==> src/rtl/tour_cmd.sv <==
// Knight's-tour command sequencer: turns each one-hot tour move into a vertical
// then a horizontal command, otherwise passes UART commands through. Optional: TOUR_CMD_FANFARE_EN.
module tour_cmd (
    input  logic        clk,
    input  logic        rst_n,
    input  logic        tour_go,
    input  logic [7:0]  move,
    output logic [4:0]  mv_indx,
    input  logic [15:0] cmd_UART,
    input  logic        cmd_rdy_UART,
    output logic [15:0] cmd,
    output logic        cmd_rdy,
    input  logic        clr_cmd_rdy,
    input  logic        send_resp,
    output logic [7:0]  resp
);

`ifdef TOUR_CMD_FANFARE_EN
    localparam logic [3:0] HORZ_OP = 4'h3;
`else
    localparam logic [3:0] HORZ_OP = 4'h2;
`endif
    localparam logic [3:0] VERT_OP   = 4'h2;
    localparam logic [4:0] LAST_MOVE = 5'd23;

    localparam logic [7:0] NORTH = 8'h00;
    localparam logic [7:0] WEST  = 8'h3F;
    localparam logic [7:0] SOUTH = 8'h7F;
    localparam logic [7:0] EAST  = 8'hBF;

    typedef enum logic [2:0] {IDLE, VERT, V_ACK, HORZ, H_ACK} state_t;

    state_t     state;
    logic [7:0] x_hdg, y_hdg;
    logic [3:0] x_sq,  y_sq;

    // Anything other than exactly one set bit decodes as a null move.
    // NOTE: every output of a combinational block gets a default first, so no path infers a latch.
    always_comb begin
        x_hdg = NORTH;
        x_sq  = 4'd0;
        y_hdg = NORTH;
        y_sq  = 4'd0;
        case (move)
            8'h01: begin x_hdg = WEST; x_sq = 4'd1; y_hdg = NORTH; y_sq = 4'd2; end
            8'h02: begin x_hdg = EAST; x_sq = 4'd1; y_hdg = NORTH; y_sq = 4'd2; end
            8'h04: begin x_hdg = WEST; x_sq = 4'd2; y_hdg = NORTH; y_sq = 4'd1; end
            8'h08: begin x_hdg = WEST; x_sq = 4'd2; y_hdg = SOUTH; y_sq = 4'd1; end
            8'h10: begin x_hdg = WEST; x_sq = 4'd1; y_hdg = SOUTH; y_sq = 4'd2; end
            8'h20: begin x_hdg = EAST; x_sq = 4'd1; y_hdg = SOUTH; y_sq = 4'd2; end
            8'h40: begin x_hdg = EAST; x_sq = 4'd2; y_hdg = SOUTH; y_sq = 4'd1; end
            8'h80: begin x_hdg = EAST; x_sq = 4'd2; y_hdg = NORTH; y_sq = 4'd1; end
            default: ;
        endcase
    end

    // NOTE: asynchronous active-low reset; sequential state uses non-blocking assignments only.
    always_ff @(posedge clk or negedge rst_n) begin
        if (!rst_n) begin
            state   <= IDLE;
            mv_indx <= 5'd0;
        end else begin
            case (state)
                IDLE: if (tour_go) begin
                    mv_indx <= 5'd0;
                    state   <= VERT;
                end
                VERT:  if (clr_cmd_rdy) state <= V_ACK;
                V_ACK: if (send_resp)   state <= HORZ;
                HORZ:  if (clr_cmd_rdy) state <= H_ACK;
                H_ACK: if (send_resp) begin
                    if (mv_indx == LAST_MOVE) begin
                        state <= IDLE;
                    end else begin
                        mv_indx <= mv_indx + 5'd1;
                        state   <= VERT;
                    end
                end
                default: state <= IDLE;
            endcase
        end
    end

    // The command payload tracks move, which the tour store reads back for mv_indx.
    always_comb begin
        cmd     = cmd_UART;
        cmd_rdy = cmd_rdy_UART;
        case (state)
            VERT:  begin cmd = {VERT_OP, y_hdg, y_sq}; cmd_rdy = 1'b1; end
            V_ACK: begin cmd = {VERT_OP, y_hdg, y_sq}; cmd_rdy = 1'b0; end
            HORZ:  begin cmd = {HORZ_OP, x_hdg, x_sq}; cmd_rdy = 1'b1; end
            H_ACK: begin cmd = {HORZ_OP, x_hdg, x_sq}; cmd_rdy = 1'b0; end
            default: ;
        endcase
    end

    assign resp = (state != IDLE && mv_indx != LAST_MOVE) ? 8'h5A : 8'hA5;

endmodule

==> config.mk <==
export PLATFORM = sky130hd
export DESIGN_NAME = tour_cmd
export DESIGN_NICKNAME = d
export VERILOG_FILES = /design/src/rtl/tour_cmd.sv
export SDC_FILE = /design/constraint.sdc
export NUM_CORES = 1
export LEC_CHECK = 0
export ABC_CLOCK_PERIOD_IN_PS = 3000
export CORE_MARGIN = 8
export CORE_UTILIZATION = 39
export CTS_BUF_LIST = sky130_fd_sc_hd__clkbuf_16
export CTS_CLUSTER_DIAMETER = 150
export DETAILED_ROUTE_END_ITERATION = 8
export GPL_TIMING_DRIVEN = 0
export MAX_ROUTING_LAYER = met4
export PLACE_DENSITY = 0.95
export SETUP_SLACK_MARGIN = 0.1
export SLEW_MARGIN = 40
export SYNTH_ARGS = -nofsm -noshare
export SYNTH_HDL_FRONTEND = slang
export SYNTH_SLANG_ARGS = --single-unit
==> constraint.sdc <==
create_clock -name clk -period 3 [get_ports clk]
set_input_delay 0.6 -clock clk [delete_from_list [all_inputs] [get_ports clk]]
set_output_delay 0.6 -clock clk [all_outputs]
set_load 0.03 [all_outputs]
Word level (Yosys, flattened, before mapping)
Index checks and enable logic that the tools add are counted.
{"block": "word_totals", "input_bits": 30, "word_cells": 56, "register_bits": 8, "output_inout_bits": 30}
{"block": "classes", "mux": 18, "n_eq_ne": 20, "addsub": 1, "reduce_logical": 15}
{"cell": "case mux 16 bit (2 select lines)", "n": 1}
{"cell": "OR reduction 4 bit", "n": 5}
{"cell": "case mux 8 bit (2 select lines)", "n": 1}
{"cell": "two-way mux 3 bit", "n": 5}
{"cell": "two-way mux 5 bit", "n": 3}
{"cell": "case mux 3 bit (5 select lines)", "n": 1}
{"cell": "inequality test 2 bit, second input constant", "n": 6}
{"cell": "case mux 5 bit (2 select lines)", "n": 1}
{"cell": "equality test 8 x 1 -> 1 bit, second input constant", "n": 1}
{"cell": "equality test 8 x 2 -> 1 bit, second input constant", "n": 1}
{"cell": "equality test 8 x 3 -> 1 bit, second input constant", "n": 1}
{"cell": "equality test 8 x 4 -> 1 bit, second input constant", "n": 1}
{"cell": "equality test 8 x 5 -> 1 bit, second input constant", "n": 1}
{"cell": "equality test 8 x 6 -> 1 bit, second input constant", "n": 1}
{"cell": "equality test 8 x 7 -> 1 bit, second input constant", "n": 1}
{"cell": "equality test 8 bit, second input constant", "n": 1}
{"cell": "two-way mux 8 bit", "n": 1}
{"cell": "case mux 2 bit (2 select lines)", "n": 2}
{"cell": "OR reduction 2 bit", "n": 4}
{"cell": "two-way mux 7 bit", "n": 1}
{"cell": "equality test 3 x 2 -> 1 bit, second input constant", "n": 2}
{"cell": "adder 5 x 1 -> 5 bit, second input constant", "n": 1}
{"cell": "equality test 5 bit, second input constant", "n": 1}
{"cell": "inequality test 5 bit, second input constant", "n": 1}
{"cell": "10 further kinds", "n": 10}

Logic depth before layout (Yosys ltp)
{"block": "logic_depth", "depth_word": 4, "mapped_depth": 6, "mapped_depth_nobuf": 5}

Least setup slack after synthesis
No wires, ideal clock.
{"block": "synth_timing", "path_type": "input port to output port", "from": "input move[4]", "to": "output cmd[1]", "stages": 5, "arrival_time_ns": 2.050, "slack_ns": 0.350, "n_path_buf": 1, "required_time_ns": 2.400, "cell_sequence": "buf_2 > nor4b_1 > a211o_1 > nand2_1 > a222oi_1"}
{"block": "synth_via", "elab_chain_len": 4, "word_cells_on_any_way": 13, "cone_classes": "8 x eq/ne; 3 x mux; 2 x reduce/logical"}
{"item": "start, declared", "line_no": "7", "text": "input logic [7:0] move,"}
{"item": "equality test 8 bit (tied with other cells)", "line_no": "44", "text": "case (move)"}
{"item": "OR reduction 4 bit (no line)"}
{"item": "case mux 2 bit (2 select lines)", "line_no": "44"}
{"item": "case mux 16 bit (2 select lines) *", "line_no": "88", "text": "case (state)"}
{"item": "end, declared", "line_no": "11", "text": "output logic [15:0] cmd,"}
Mark *: on every way between the ends. The rest lies on a longest branch, timed or not.

Worst setup path in the final report
{"block": "layout_timing", "from": "register state[2]", "to": "output cmd[3]"}
{"block": "layout_via", "elab_chain_len": 3, "word_cells_on_any_way": 7, "cone_classes": "4 x eq/ne; 1 x mux; 2 x reduce/logical"}
{"item": "start, declared", "line_no": "33", "text": "state_t state;"}
{"item": "start signal, assigned", "line_no": "60", "text": "state <= IDLE;"}
{"item": "start signal, assigned", "line_no": "66", "text": "state <= VERT;"}
{"item": "start signal, assigned", "line_no": "68", "text": "VERT: if (clr_cmd_rdy) state <= V_ACK;"}
{"item": "equality test 3 bit (tied with other cells)", "line_no": "88"}
{"item": "OR reduction 2 bit (no line)"}
{"item": "case mux 16 bit (2 select lines) *", "line_no": "88"}
Marked as above.

==> reports/qor.csv <==
metric;value;unit
RSZ-0062 raised after global routing;false;
Core Area;2210;µm²
layout cell share with drive strength beyond 1;19.1;%
first-pass detailed-route iteration total;4;
final setup violating endpoints;0;
Port Buf Inserts;55;
status;finished clean;
synthesized instance count;125;
Tightest Hold Check Type;flip-flop to flip-flop;
Worst slew margin;62.4;%
synthesis warning total;0;
DP Area;1510;µm²
Tmin final;2.81;ns
DRC viols;0;
Die Height;64.6;µm
Die ar.;4170;µm²
Slew Limit Fails;0;
Clock Sinks;8;
deepest clock path buffer count;2;
Post-layout nets;216;
final wirelength;3440;µm
I/O pin total;60;
ys async rst share;100;%
Top FF cell, synth;dfrtp_1;
Setup Fix Bufs, Post-CTS;0;
initial core utilization;41.6;%
First DRT Iteration DRCs;54;
Root Driver;clkbuf_16;
Hold Violations, Final;0;
vias per cell;5.55;
CTS tree;yes;
reg2reg setup slack;1.14;ns
vias in the first global route;1154;
Cell Rows;17;
ANT cells;0;
worst slew pin tran;0.564;ns
Netlist cell types;38;
crit end category;output port;
pwr dens;953;nW/µm²
Lkg Pwr;0.745;nW
Synth-to-Final Area Change;78.0;%
placed cell count;208;
Worst Skew;0.000380;ns
largest net degree at the start of global routing;11;
Final Cell Area;1640;µm²
initial antenna violation count;0;
Max-Cap Viols;0;
Final Non-Filler Cells;211;
hold_buf cts;0;
CP Launch Type;flip-flop;
final core occ;74.0;%
Worst EP arrival;2.21;ns
Final ANT Viol Nets;0;
sequential share of the synthesized area;21.8;%
synthesized net count;156;
Seq cells post-synth;8;
global-route wire length before repair;5300;µm
Worst EP required;2.40;ns
fmax;356;MHz
Num CTS Buffers;3;
setup slack after layout;0.189;ns
final cycle utilization of the critical path;93.7;%
Clk pin slew, worst setup/hold paths;0.04;ns
worst skew pair latency;0.23;ns
hold slack;0.545;ns
Worst VDD drop;612;µV
wire length per cell;16.3;µm
gr usage total;16.0;%
H-tree levels;1;
DR vias;1170;
GRT overflow;0;
Post-synth EDFFs;0;
Die W;64.6;µm
GP Congestion;0.866;
crit path kind;flip-flop to output port;
crit-path max FO;10;
Placement Setup Slack;-0.420;ns
synthesized area per cell;7.36;µm²
Synth Cell Area;920;µm²
dpl hpwl;2730;µm
cells by family (layout without fill, tap and decap cells):
group	after synthesis	after routing	synth area share, %
multiplexers	1	1	1.22
XOR/XNOR	5	5	4.76
AND/OR/NAND/NOR	61	61	36.7
buffers and inverters	18	76	12.5
flip-flops	8	8	21.8
AO/OA/AOI/OAI	31	31	21.6
adder cells (fa/ha/maj)	1	1	1.36
cell type report:
| cell class | instances | area, µm² |
|---|---|---|
| Buffer | 15 | 104 |
| Tap cell | 28 | 35.0 |
| Timing Repair Buffer | 55 | 557 |
| Fill cell | 177 | 576 |
| Sequential cell | 8 | 200 |
| Multi-Input combinational cell | 99 | 654 |
| Inverter | 3 | 11.3 |
| Clock buffer | 3 | 75.1 |
power by group:
| part | switching, W | internal, W | total, W | leakage (nW) |
|---|---|---|---|---|
| Clock | 0.0000524 | 0.000172 | 0.000224 | 0.0370 |
| Combinational | 0.000710 | 0.000479 | 0.00119 | 0.602 |
| Sequential | 0.0000158 | 0.000132 | 0.000148 | 0.106 |
| Total | 0.000778 | 0.000782 | 0.00156 | 0.745 |
path summary, 6_finish.rpt:
path,from,endpoint,depth (start not counted)
worst max register to register,mv_indx[0]$_DFFE_PN0P_,mv_indx[4]$_DFFE_PN0P_,5
worst max-delay path,state[2]$_DFFE_PN0P_,cmd[3],5
min in group asynchronous,rst_n,state[0]$_DFFE_PN0P_,1
worst min-delay path,mv_indx[0]$_DFFE_PN0P_,mv_indx[0]$_DFFE_PN0P_,1
max in group asynchronous,rst_n,mv_indx[3]$_DFFE_PN0P_,1
worst min register to register,mv_indx[0]$_DFFE_PN0P_,mv_indx[0]$_DFFE_PN0P_,1
Yosys cell counts, drive strengths merged, types with 3 or more instances:
library cell	count	area [µm²]
o21ai	13	65.1
o31ai	5	37.5
nand2	17	63.8
nor4b	4	35.0
dfrtp	8	200
nand4	7	43.8
buf	14	100
nand3	5	25.0
xor2	3	26.3
nor4	4	25.0
a21oi	4	20.0
inv	3	11.3
and2	6	37.5
nor2	6	22.5
timing repair:
action,4_1_cts,5_1_grt
hold endpoints to repair,0,0
resized for setup,38,13
pin swaps,0,1
setup endpoints to repair,12,14
layer usage:
metal / GRT usage, % / part of all wire (%) / wire [µm]
met5: - / 0 / 0
met4: 7.36 / 2.6 / 88
met3: 3.78 / 4.3 / 149
met2: 28.2 / 55 / 1890
met1: 16.5 / 38 / 1320
cell usage in the layout, fill, tap and decap left out, types with 2 or more instances in the layout:
cell and n:
clkdlybuf4s50_1 34, nand2_1 17, o21ai_0 12, buf_4 8, dfrtp_1 8, nand4_1 7
dlymetal6s2s_1 7, and2_1 6, nor2_1 6, clkdlybuf4s15_2 6, buf_2 5, o31ai_1 5
dlygate4sd2_1 5, a21oi_1 4, inv_1 3, xor2_1 3, nand3_1 3, clkbuf_16 3
buf_6 2, nand2b_1 2, nor4b_2 2, nor4b_1 2, a211o_1 2, nand3_2 2
xnor2_1 2, nor4_1 2, or4_1 2, a21boi_1 2, clkbuf_2 2
sequential cells by signal (all words and copies together) (netlist names):
register  flops
mv_indx       5
state         3
worst max-delay path, cell delays in order, from the launching register on:
cell and delay [ns]:
dfrtp_1 0.38, buf_4 0.17, or3_1 0.39, nand2_1 0.20, and2_1 0.16, clkdlybuf4s50_1 0.67
through the flow:
step	setup TNS [ns]	total power, W
CTS	0	0.00157
finish	0	0.00156
floorplan	0	0.000913
detailed placement	-3.26	0.00137
global route	0	0.00164
global placement	-2.96	0.00134
Note: power is estimated with default switching activity, not from simulation.
